$ cat src/rtl/mem_arbiter.sv
// mem_arbiter
//   Shares one single-port, 1-cycle-read-latency word memory between two
//   strobe-bus masters (m0 = CPU, m1 = secondary master such as a loader/DMA).
//   An uncontended request is forwarded combinationally to s_*, so it sees the
//   same timing as a direct memory connection. A request that loses
//   arbitration is parked in a one-deep per-master slot; the master sees busy
//   until the parked request has been issued.
//
// Parameters
//   ADDR_W      address width of masters and slave port
//   PRIO_FIXED  0 = round-robin on contention, 1 = m0 always wins contention
//
// Ports
//   clk, resetn                    clock (rising edge), async active-low reset
//   mN_addr/wdata/wmask/rstrb      master N request (wmask!=0 -> write, rstrb -> read)
//   mN_rdata, mN_rvalid            master N read return (rvalid pulses with data)
//   mN_busy                        master N slot occupied, no new request allowed
//   s_addr/wdata/wmask/rstrb       memory request
//   s_rdata                        memory read data, valid the cycle after s_rstrb
//   proto_err                      sticky: a master requested while busy
module mem_arbiter #(
  parameter int ADDR_W     = 32,
  parameter int PRIO_FIXED = 0
) (
  input  logic              clk,
  input  logic              resetn,
  input  logic [ADDR_W-1:0] m0_addr,
  input  logic [31:0]       m0_wdata,
  input  logic [3:0]        m0_wmask,
  input  logic              m0_rstrb,
  output logic [31:0]       m0_rdata,
  output logic              m0_rvalid,
  output logic              m0_busy,
  input  logic [ADDR_W-1:0] m1_addr,
  input  logic [31:0]       m1_wdata,
  input  logic [3:0]        m1_wmask,
  input  logic              m1_rstrb,
  output logic [31:0]       m1_rdata,
  output logic              m1_rvalid,
  output logic              m1_busy,
  output logic [ADDR_W-1:0] s_addr,
  output logic [31:0]       s_wdata,
  output logic [3:0]        s_wmask,
  output logic              s_rstrb,
  input  logic [31:0]       s_rdata,
  output logic              proto_err
);

  logic              m0_req, m1_req;

  logic              slot0_vld, slot1_vld;
  logic [ADDR_W-1:0] slot0_addr, slot1_addr;
  logic [31:0]       slot0_wdata, slot1_wdata;
  logic [3:0]        slot0_wmask, slot1_wmask;
  logic              slot0_rstrb, slot1_rstrb;

  logic              c0_vld, c1_vld;
  logic [ADDR_W-1:0] c0_addr, c1_addr;
  logic [31:0]       c0_wdata, c1_wdata;
  logic [3:0]        c0_wmask, c1_wmask;
  logic              c0_rstrb, c1_rstrb;

  logic              gnt0, gnt1;
  logic              last_grant;   // 1 = master 1 was granted last
  logic              rd_pending;
  logic              rd_owner;     // 1 = pending read belongs to master 1
  logic [31:0]       hold0, hold1;

  assign m0_req = m0_rstrb | (|m0_wmask);
  assign m1_req = m1_rstrb | (|m1_wmask);

  // A parked request always takes precedence over the live inputs; a live
  // request arriving while the slot is full is a protocol error and dropped.
  always_comb begin
    c0_vld   = slot0_vld | m0_req;
    c0_addr  = slot0_vld ? slot0_addr  : m0_addr;
    c0_wdata = slot0_vld ? slot0_wdata : m0_wdata;
    c0_wmask = slot0_vld ? slot0_wmask : m0_wmask;
    c0_rstrb = slot0_vld ? slot0_rstrb : m0_rstrb;
    c1_vld   = slot1_vld | m1_req;
    c1_addr  = slot1_vld ? slot1_addr  : m1_addr;
    c1_wdata = slot1_vld ? slot1_wdata : m1_wdata;
    c1_wmask = slot1_vld ? slot1_wmask : m1_wmask;
    c1_rstrb = slot1_vld ? slot1_rstrb : m1_rstrb;
  end

  always_comb begin
    gnt0 = 1'b0;
    gnt1 = 1'b0;
    if (c0_vld && c1_vld) begin
      // On a tie the master that was not granted last wins (round-robin).
      if ((PRIO_FIXED != 0) || last_grant) gnt0 = 1'b1;
      else                                 gnt1 = 1'b1;
    end else begin
      gnt0 = c0_vld;
      gnt1 = c1_vld;
    end
  end

  always_comb begin
    s_addr  = m0_addr;
    s_wdata = m0_wdata;
    s_wmask = 4'b0000;
    s_rstrb = 1'b0;
    if (gnt0) begin
      s_addr  = c0_addr;
      s_wdata = c0_wdata;
      s_wmask = c0_wmask;
      s_rstrb = c0_rstrb;
    end else if (gnt1) begin
      s_addr  = c1_addr;
      s_wdata = c1_wdata;
      s_wmask = c1_wmask;
      s_rstrb = c1_rstrb;
    end
    // Keep the memory quiet while reset is held, even with live inputs.
    if (!resetn) begin
      s_wmask = 4'b0000;
      s_rstrb = 1'b0;
    end
  end

  always_ff @(posedge clk or negedge resetn) begin
    if (!resetn) begin
      slot0_vld   <= 1'b0;
      slot0_addr  <= '0;
      slot0_wdata <= '0;
      slot0_wmask <= '0;
      slot0_rstrb <= 1'b0;
      slot1_vld   <= 1'b0;
      slot1_addr  <= '0;
      slot1_wdata <= '0;
      slot1_wmask <= '0;
      slot1_rstrb <= 1'b0;
      last_grant  <= 1'b1;
      rd_pending  <= 1'b0;
      rd_owner    <= 1'b0;
      hold0       <= '0;
      hold1       <= '0;
      proto_err   <= 1'b0;
    end else begin
      if (gnt0 || gnt1) begin
        last_grant <= gnt1;
        rd_owner   <= gnt1;
      end
      rd_pending <= (gnt0 & c0_rstrb) | (gnt1 & c1_rstrb);

      if (rd_pending) begin
        if (rd_owner) hold1 <= s_rdata;
        else          hold0 <= s_rdata;
      end

      if (slot0_vld) begin
        if (gnt0) slot0_vld <= 1'b0;
      end else if (m0_req && !gnt0) begin
        slot0_vld   <= 1'b1;
        slot0_addr  <= m0_addr;
        slot0_wdata <= m0_wdata;
        slot0_wmask <= m0_wmask;
        slot0_rstrb <= m0_rstrb;
      end

      if (slot1_vld) begin
        if (gnt1) slot1_vld <= 1'b0;
      end else if (m1_req && !gnt1) begin
        slot1_vld   <= 1'b1;
        slot1_addr  <= m1_addr;
        slot1_wdata <= m1_wdata;
        slot1_wmask <= m1_wmask;
        slot1_rstrb <= m1_rstrb;
      end

      if ((slot0_vld && m0_req) || (slot1_vld && m1_req)) proto_err <= 1'b1;
    end
  end

  assign m0_busy   = slot0_vld;
  assign m1_busy   = slot1_vld;
  assign m0_rvalid = rd_pending & ~rd_owner;
  assign m1_rvalid = rd_pending &  rd_owner;
  // Returned data bypasses straight through; otherwise the last read is held.
  assign m0_rdata  = m0_rvalid ? s_rdata : hold0;
  assign m1_rdata  = m1_rvalid ? s_rdata : hold1;

endmodule

$ cat config.mk
export PLATFORM = sky130hd
export DESIGN_NAME = mem_arbiter
export DESIGN_NICKNAME = d
export VERILOG_FILES = /design/src/rtl/mem_arbiter.sv
export SDC_FILE = /design/constraint.sdc
export NUM_CORES = 1
export LEC_CHECK = 0
export CORE_MARGIN = 5
export CORE_UTILIZATION = 46
export DETAILED_ROUTE_END_ITERATION = 7
export PLACE_DENSITY_LB_ADDON = 0.1
export SLEW_MARGIN = 30
export SYNTH_ARGS = -nofsm -noshare
export SYNTH_HDL_FRONTEND = slang
export SYNTH_SLANG_ARGS = --single-unit
export TNS_END_PERCENT = 100
$ cat constraint.sdc
create_clock -name clk -period 2.45 [get_ports clk]
set_input_delay 0.245 -clock clk [delete_from_list [all_inputs] [get_ports clk]]
set_output_delay 0.245 -clock clk [all_outputs]
set_load 0.05 [all_outputs]
======== Word-level counts from Yosys, hierarchy flattened ========
Cells that the tools add are included.
word-level totals
  memories ................................ 0
  RAM bits ................................ 0
  output and inout port bits .............. 138
  latch bits .............................. 0
  bits in registers ....................... 208
  word-level logic and storage cells ...... 73
  memory bits (read-only) ................. 0
operators by class
  bitwise logic cells ..................... 12
  shift-type cells ........................ 0
  reduce and logical (&&, ||, !) cells .... 15
  div/mod/pow operators ................... 0
  add/sub/neg operators ................... 0
  muxes and demuxes ....................... 30
  equality and inequality tests ........... 0
  order comparisons ....................... 0
  $mul .................................... 0
operators with widths
  kind               number
  $mux 32            10
  $mux 4             5
  $mux 1             15
  $reduce_and 2->1   4
  $reduce_or 4->1    2
  $logic_and 1x1->1  5
  $or 1x1->1         5
  $and 1x1->1        4
  $not 1->1          3
  $logic_not 1->1    2
  $logic_or 1x1->1   2

======== Depth between registers and ports, before layout ========
Gate-level depths: netlist of the first run.
  depth after elaboration ................. 9
  depth in mapped cells ................... 8

======== Worst setup path after synthesis of the first run ========
No wires, ideal clock.
  path type ............................... reg-to-output
  from .................................... reg slot1_vld, in the netlist m1_busy
  to ...................................... out s_addr[18]
  buffers on the path ..................... 2
  cell stages (with the launch flop) ...... 7
  path slack .............................. -0.550 ns
  arrival time ............................ 2.755 ns
  data required time ...................... 2.205 ns
  path through ............................ dfrtp_1 -> buf_2 -> buf_1 -> mux2i_1 -> a21oi_1 -> a21oi_1 -> o21ai_0
between the ends
  word-level cells in the longest chain between the ends .. 5
ends and longest elaborated chain
  element                   line  text
  start: declaration        51    logic slot0_vld, slot1_vld;
  start signal: assignment  130   slot1_vld <= 1'b0;
  start signal: assignment  164   if (gnt1) slot1_vld <= 1'b0;
  start signal: assignment  166   slot1_vld <= 1'b1;
  $or 1x1->1                80    c1_vld = slot1_vld | m1_req;
  $logic_and 1x1->1         90    if (c0_vld && c1_vld) begin
  $mux 1                    90
  $mux 32                   110   end else if (gnt1) begin
  $mux 32 *                 105   if (gnt0) begin
  end: declaration          41    output logic [ADDR_W-1:0] s_addr,
Every way passes the cells marked *; elsewhere a longest branch is shown, timed or not.

======== Worst setup path after layout of the first run ========
  from .................................... reg slot1_vld, in the netlist m1_busy
  to ...................................... out s_addr[29]
Same word-level chain as after synthesis.

==> impl_metrics.toml, run 1 <==
[status]
outcome = "complete, but fails checks"
violations = "negative setup slack"

[power_and_ir_drop]
power.leakage_nw = 7.45
vdd_drop_max_uv = 1090
p_per_area_nw_per_um2 = 1250
total_power_mw = 23.1

[synth]
syn_area_per_cell_um2 = 11.8
synth_enable_flop_cells = 0
synth_top_area_share_pct = 46.7
synthAdderAreaFrac_pct = 0
async_flop_share_pct = 100
yosys.area_share.simple_pct = 1.52
synthXorXnorAreaFrac_pct = 0
synth_top_area_cell = "dfrtp_1"
yosysWarningCount = 0
synth_compound_area_share_pct = 14.4
syn_area_um2 = 11100
yosys-top-cells-area = "dfrtp_1, mux2_2, mux2i_1"
ys_seq_area_share_pct = 46.9
synth-main-ff-cell = "dfrtp_1"
synth_top_family_by_area = "multiplexers"
synth_nets = 1110
synthCells = 938
ys_ff_latch = 208
synthMuxAreaShare_pct = 33.6
synthDistinctLibCells = 31

[detailed_routing]
dr.pass1.iters = 6
drc = 0
ant_nets = 0
vias = 9488
wl_met3_mm = 2.60
drtIter0Drc = 631
wl_per_cell_um = 23.6
met2_length_mm = 18.8
highest-signal-layer = "met5"
drt_wl_total_mm = 38.2
wl_met1_mm = 15.8
viasPerCell = 5.87

[global_routing]
grt_usage_pct = 25.4
antenna_found_initial = 1
grt_pass1_wl_mm = 55.1
overflow = 0
grt_start_max_net_pins = 144
first_global_vias = 9615

[clocking]
clockBufferDepth = 3
cts_root_buf = "clkbuf_16"
cts_sinks = 208
htreeDepth = 1
tritoncts = "done"
clk_pin_slew_ns = 0.06
clk_latency_ns = 0.52
numCtsBuffers = 25

[timing]
period_share_pct = 101
whs_ns = 0.261
slew_violations = 0
finalHoldViolations = 0
tns_ns = -0.0285
finalCriticalPeriod_ns = 2.46
rsz0062_at_grt = "yes"
slew_headroom_pct = 46.8
fmax_mhz = 406
setup_viol = 4
tightest_slew_ns = 0.798
fin_worst_skew_ns = 0.00772
setup_slack_ns = -0.0126

[cells_and_area]
layout-drive-gt1-share_pct = 50.6
syn_to_final_growth_pct = 65.9
fin_nets = 1452
post-route-util_pct = 78.0

[setup_path]
crit_path_end_kind = "primary output"
critPathLaunchType = "flip-flop"
cp.arrival_ns = 2.22
worstPathRequired_ns = 2.20
worstSetupPathType = "flip-flop to primary output"
cp_max_fo = 9

[floorplanning]
num_rows = 56
top_level_ports = 310
die_y_um = 165
start_util_pct = 47.0
fp.dieW_um = 165
core_um2 = 23600
dieArea_um2 = 27300

[place]
preCtsSetupSlack_ns = -0.0824
dp_hpwl_mm = 23.7
portBuffers = 309
place_congestion = 0.814

[min_path]
hold_path.class = "primary input to asynchronous set/reset pin"

[flow_run]
maxCapViolations = 0
[Yosys cell counts (3+ instances only)]
master	number
a21oi_1	131
a32oi_1	63
and3_1	5
buf_1	23
buf_2	27
buf_6	3
clkbuf_1	32
dfrtp_1	207
inv_1	3
mux2_1	14
mux2_2	252
mux2i_1	73
nand2_1	9
nor2_1	9
o21ai_0	68
[path summary, 6_finish.rpt]
path / start / to / slack (ns) / cells after the start
min reg2reg: proto_err / proto_err / 0.48 / 2
max reg2reg: m0_busy / slot1_wdata[19] / 0.46 / 7
max: m1_busy / s_addr[29] / -0.01 / 8
min in group clk: m1_addr[4] / slot1_addr[4] / 0.36 / 2
min: resetn / slot0_wmask[1] / 0.26 / 2
max in group asynchronous: resetn / slot1_addr[19] / 1.15 / 3
[metrics by stage]
stage          std cells  cell area, um2
6_report            1617           18400
5_1_grt             1616           18400
4_1_cts             1593           17700
3_5_place_dp        1532           16400
3_3_place_gp        1532           16400
2_1_floorplan        938           11300
[cell families after synthesis]
group,after synthesis
AO/OA/AOI/OAI,269
buffers and inverters,89
flip-flops,208
multiplexers,339
AND/OR/NAND/NOR,33
[state kept, by name, indices dropped and copies added, names as in the netlist]
signal,count
slot0_wmask,4
slot0_wdata,32
slot1_addr,32
proto_err,1
hold1,32
m0_busy,1
slot1_rstrb,1
last_grant,1
rd_pending,1
m1_busy,1
rd_owner,1
slot1_wmask,4
slot0_rstrb,1
slot0_addr,32
slot1_wdata,32
hold0,32
[routing by layer]
metal / vias to the layer above / global-route usage (%)
met5: - / 0
met4: 2 / 7.20
met3: 73 / 5.16
met2: 340 / 42.1
met1: 4806 / 33.9
li1: 4267 / -
[worst max-delay path, cell delays in order, from the launching register on]
cell	delay [ns]
dfrtp_4	0.51
nor2_4	0.15
buf_12	0.17
a21o_4	0.23
buf_12	0.17
a32oi_2	0.11
o21ai_1	0.09
buf_4	0.14
buf_12	0.13
[placed cells by master (no fill, tap or decap), types with 2 or more instances in the layout]
| master | count |
|---|---|
| mux2i_2 | 8 |
| a21oi_1 | 104 |
| dfrtp_4 | 2 |
| o21ai_2 | 61 |
| clkbuf_8 | 11 |
| nor2_1 | 7 |
| a32oi_2 | 20 |
| clkdlybuf4s50_1 | 171 |
| a32oi_1 | 43 |
| buf_8 | 6 |
| buf_16 | 7 |
| a21oi_2 | 27 |
| buf_12 | 154 |
| bufinv_16 | 2 |
| clkbuf_16 | 36 |
| dfrtp_1 | 205 |
| nand2_1 | 8 |
| clkinv_2 | 4 |
| nand2b_1 | 2 |
| buf_6 | 12 |
| o21ai_1 | 3 |
| mux2i_1 | 65 |
| a211oi_4 | 2 |
| nor2_4 | 2 |
| buf_4 | 36 |
| inv_1 | 2 |
| a21o_4 | 2 |
| o21ai_0 | 4 |
| mux2_1 | 14 |
| mux2_2 | 251 |
| and3_1 | 5 |
[cell type report]
type | instances | area, um2
inverters | 3 | 11.3
repair buffers | 399 | 5780
clock buffers | 36 | 767
well taps | 319 | 399
multi-input cells | 643 | 6140
flip-flops and latches | 208 | 5210
fillers | 1470 | 5200
diodes | 1 | 2.50
clock inverters | 8 | 96.3
[power by group]
group | total [mW] | internal [mW] | switching, mW
Clock | 3.84 | 2.37 | 1.47
Sequential | 5.05 | 4.59 | 0.452
Combinational | 14.2 | 6.87 | 7.34
[timing repair]
item / in CTS / in global routing
setup buffers: 11 / 15
pin swaps: 8 / 16
gates resized for setup: 31 / 91
hold buffers: 1 / 0
endpoints found under the setup margin: 66 / 67
hold endpoints to repair: 14 / 0
cloned: 5 / 14
Note: power is estimated with default switching activity, not from simulation.
==> inputs of run 2 (changes only) <==
- CTS_CLUSTER_SIZE: not set -> 10
==> impl_metrics.toml, run 2 (same netlist as run 1, synthesis figures left out) <==
[status]
outcome = "complete, but fails checks"
violations = "negative setup slack"

[clocking]
clk_pin_slew_ns = 0.06
clk_latency_ns = 0.52
numCtsBuffers = 26
htreeDepth = 1
clockBufferDepth = 3
tritoncts = "done"
cts_sinks = 208
cts_root_buf = "clkbuf_16"

[timing]
finalHoldViolations = 0
finalCriticalPeriod_ns = 2.50
whs_ns = 0.204
setup_viol = 31
setup_slack_ns = -0.0494
fin_worst_skew_ns = 0.00916
slew_violations = 0
fmax_mhz = 400
tightest_slew_ns = 0.774
period_share_pct = 102
rsz0062_at_grt = "yes"
slew_headroom_pct = 48.4

[setup_path]
worstPathRequired_ns = 2.20
cpPeakStageDelay_ns = 0.46
critPathLaunchType = "flip-flop"
cp_common_cell = "buf_8"
worstPathCellList = "nor2_4 -> buf_8 -> a21o_4 -> buf_8 -> clkbuf_16 -> a32oi_2 -> o21ai_2 -> buf_12"
slowest_stage = "dfrtp_4"
worst-r2r-cell-count = 8
worstSetupPathType = "flip-flop to primary output"
crit_path_end_kind = "primary output"
cp_max_fo = 7
cp.arrival_ns = 2.25
worst_path_dominant_cell_family = "buffers and inverters"
path_buf_inv = 4
crit_cells = 8

[flow_run]
maxCapViolations = 0

[cells_and_area]
final_cell_mix = "mux2_2, dfrtp_1, clkdlybuf4s50_1"
finalInstanceArea_um2 = 18500
layout_commonest_cell = "mux2_2"
syn_to_final_growth_pct = 66.7
n_fill_cell = 1468
seq_area_um2 = 5210
multi_input_area_um2 = 6400
fin_nets = 1447
layout-drive-gt1-share_pct = 52.7

[global_routing]
antenna_found_initial = 1
overflow = 0
first_global_vias = 9532
grt_start_max_net_pins = 144
grt_usage_pct = 24.9
grt_pass1_wl_mm = 54.1

[min_path]
hold_path.class = "primary input to flip-flop"
holdPathStages = 3

[floorplanning]
num_rows = 56
core_um2 = 23600
fp.dieW_um = 165
die_y_um = 165
dieArea_um2 = 27300
start_util_pct = 47.0
top_level_ports = 310

[place]
dp_hpwl_mm = 23.7
place_congestion = 0.814
portBuffers = 309
placedInstanceArea_um2 = 16400

[power_and_ir_drop]
power.leakage_nw = 7.42
vdd_drop_max_uv = 1130
p_per_area_nw_per_um2 = 1240

[detailed_routing]
vias = 9423
drt_wl_total_mm = 38.2
drtIter0Drc = 521
viasPerCell = 5.86
dr.pass1.iters = 5
ant_nets = 0
wl_per_cell_um = 23.7
drc = 0
[run 2: repair_timing]
item                                   in CTS  in global routing
hold buffers                                1                  0
cloned                                      1                 15
resized for setup                          29                131
setup buffers                               2                 19
setup endpoints to repair                  66                 65
endpoints found under the hold margin      14                  0
pin swaps                                   4                 34
[run 2: layout make-up]
type / count / share of cell area [%]
inverter: 3 / 0.0609
clock buffer: 40 / 4.08
multi-input combinational: 641 / 34.6
timing repair buffer: 395 / 30.8
clock inverter: 1 / 0.0473
antenna: 1 / 0.0135
tap: 319 / 2.16
sequential: 208 / 28.2
[run 2: final timing paths]
path / start / slack [ns] / endpoint
worst max-delay path: m1_busy / -0.05 / s_addr[10]
worst min-delay path: m1_wmask[0] / 0.20 / slot1_wmask[0]
worst max register to register: m1_busy / 0.22 / slot0_wdata[21]
worst min register to register: proto_err / 0.47 / proto_err
max in group asynchronous: resetn / 1.20 / hold0[10]
min in group asynchronous: resetn / 0.24 / slot0_wmask[1]
[run 2: power breakdown]
| group | internal, mW | total (mW) | leakage, nW | switching (mW) |
|---|---|---|---|---|
| sequential | 4.60 | 5.04 | 2.42 | 0.449 |
| clock | 2.09 | 3.53 | 0.371 | 1.44 |
| combinational | 6.97 | 14.4 | 4.64 | 7.44 |
| total | 13.7 | 23.0 | 7.42 | 9.32 |
[run 2: metal layers]
metal  share of wire, %  global-route usage, %
met1                 40                   33.3
met2                 50                   41.3
met3                6.7                   5.04
met4                3.0                   6.86
met5              0.034                      0
[run 2: stage by stage]
step	util, %	TNS (ns)	setup WS, ns	cells	total power, mW
after floorplan	-	-1.23	-0.356	938	12.3
after global placement	69.4	-0.503	-0.0342	1532	18.5
after detailed placement	69.4	-3.19	-0.0824	1532	18.7
after CTS	73.4	-0.366	-0.0609	1577	22.4
after global routing	78.3	-4.00	-0.137	1607	23.9
final	78.3	-0.572	-0.0494	1608	23.0
[run 2: tightest hold or removal path, delay by kind of cell]
family                 cells  cell delay [ns]
multiplexers               1             0.13
buffers and inverters      2             0.31
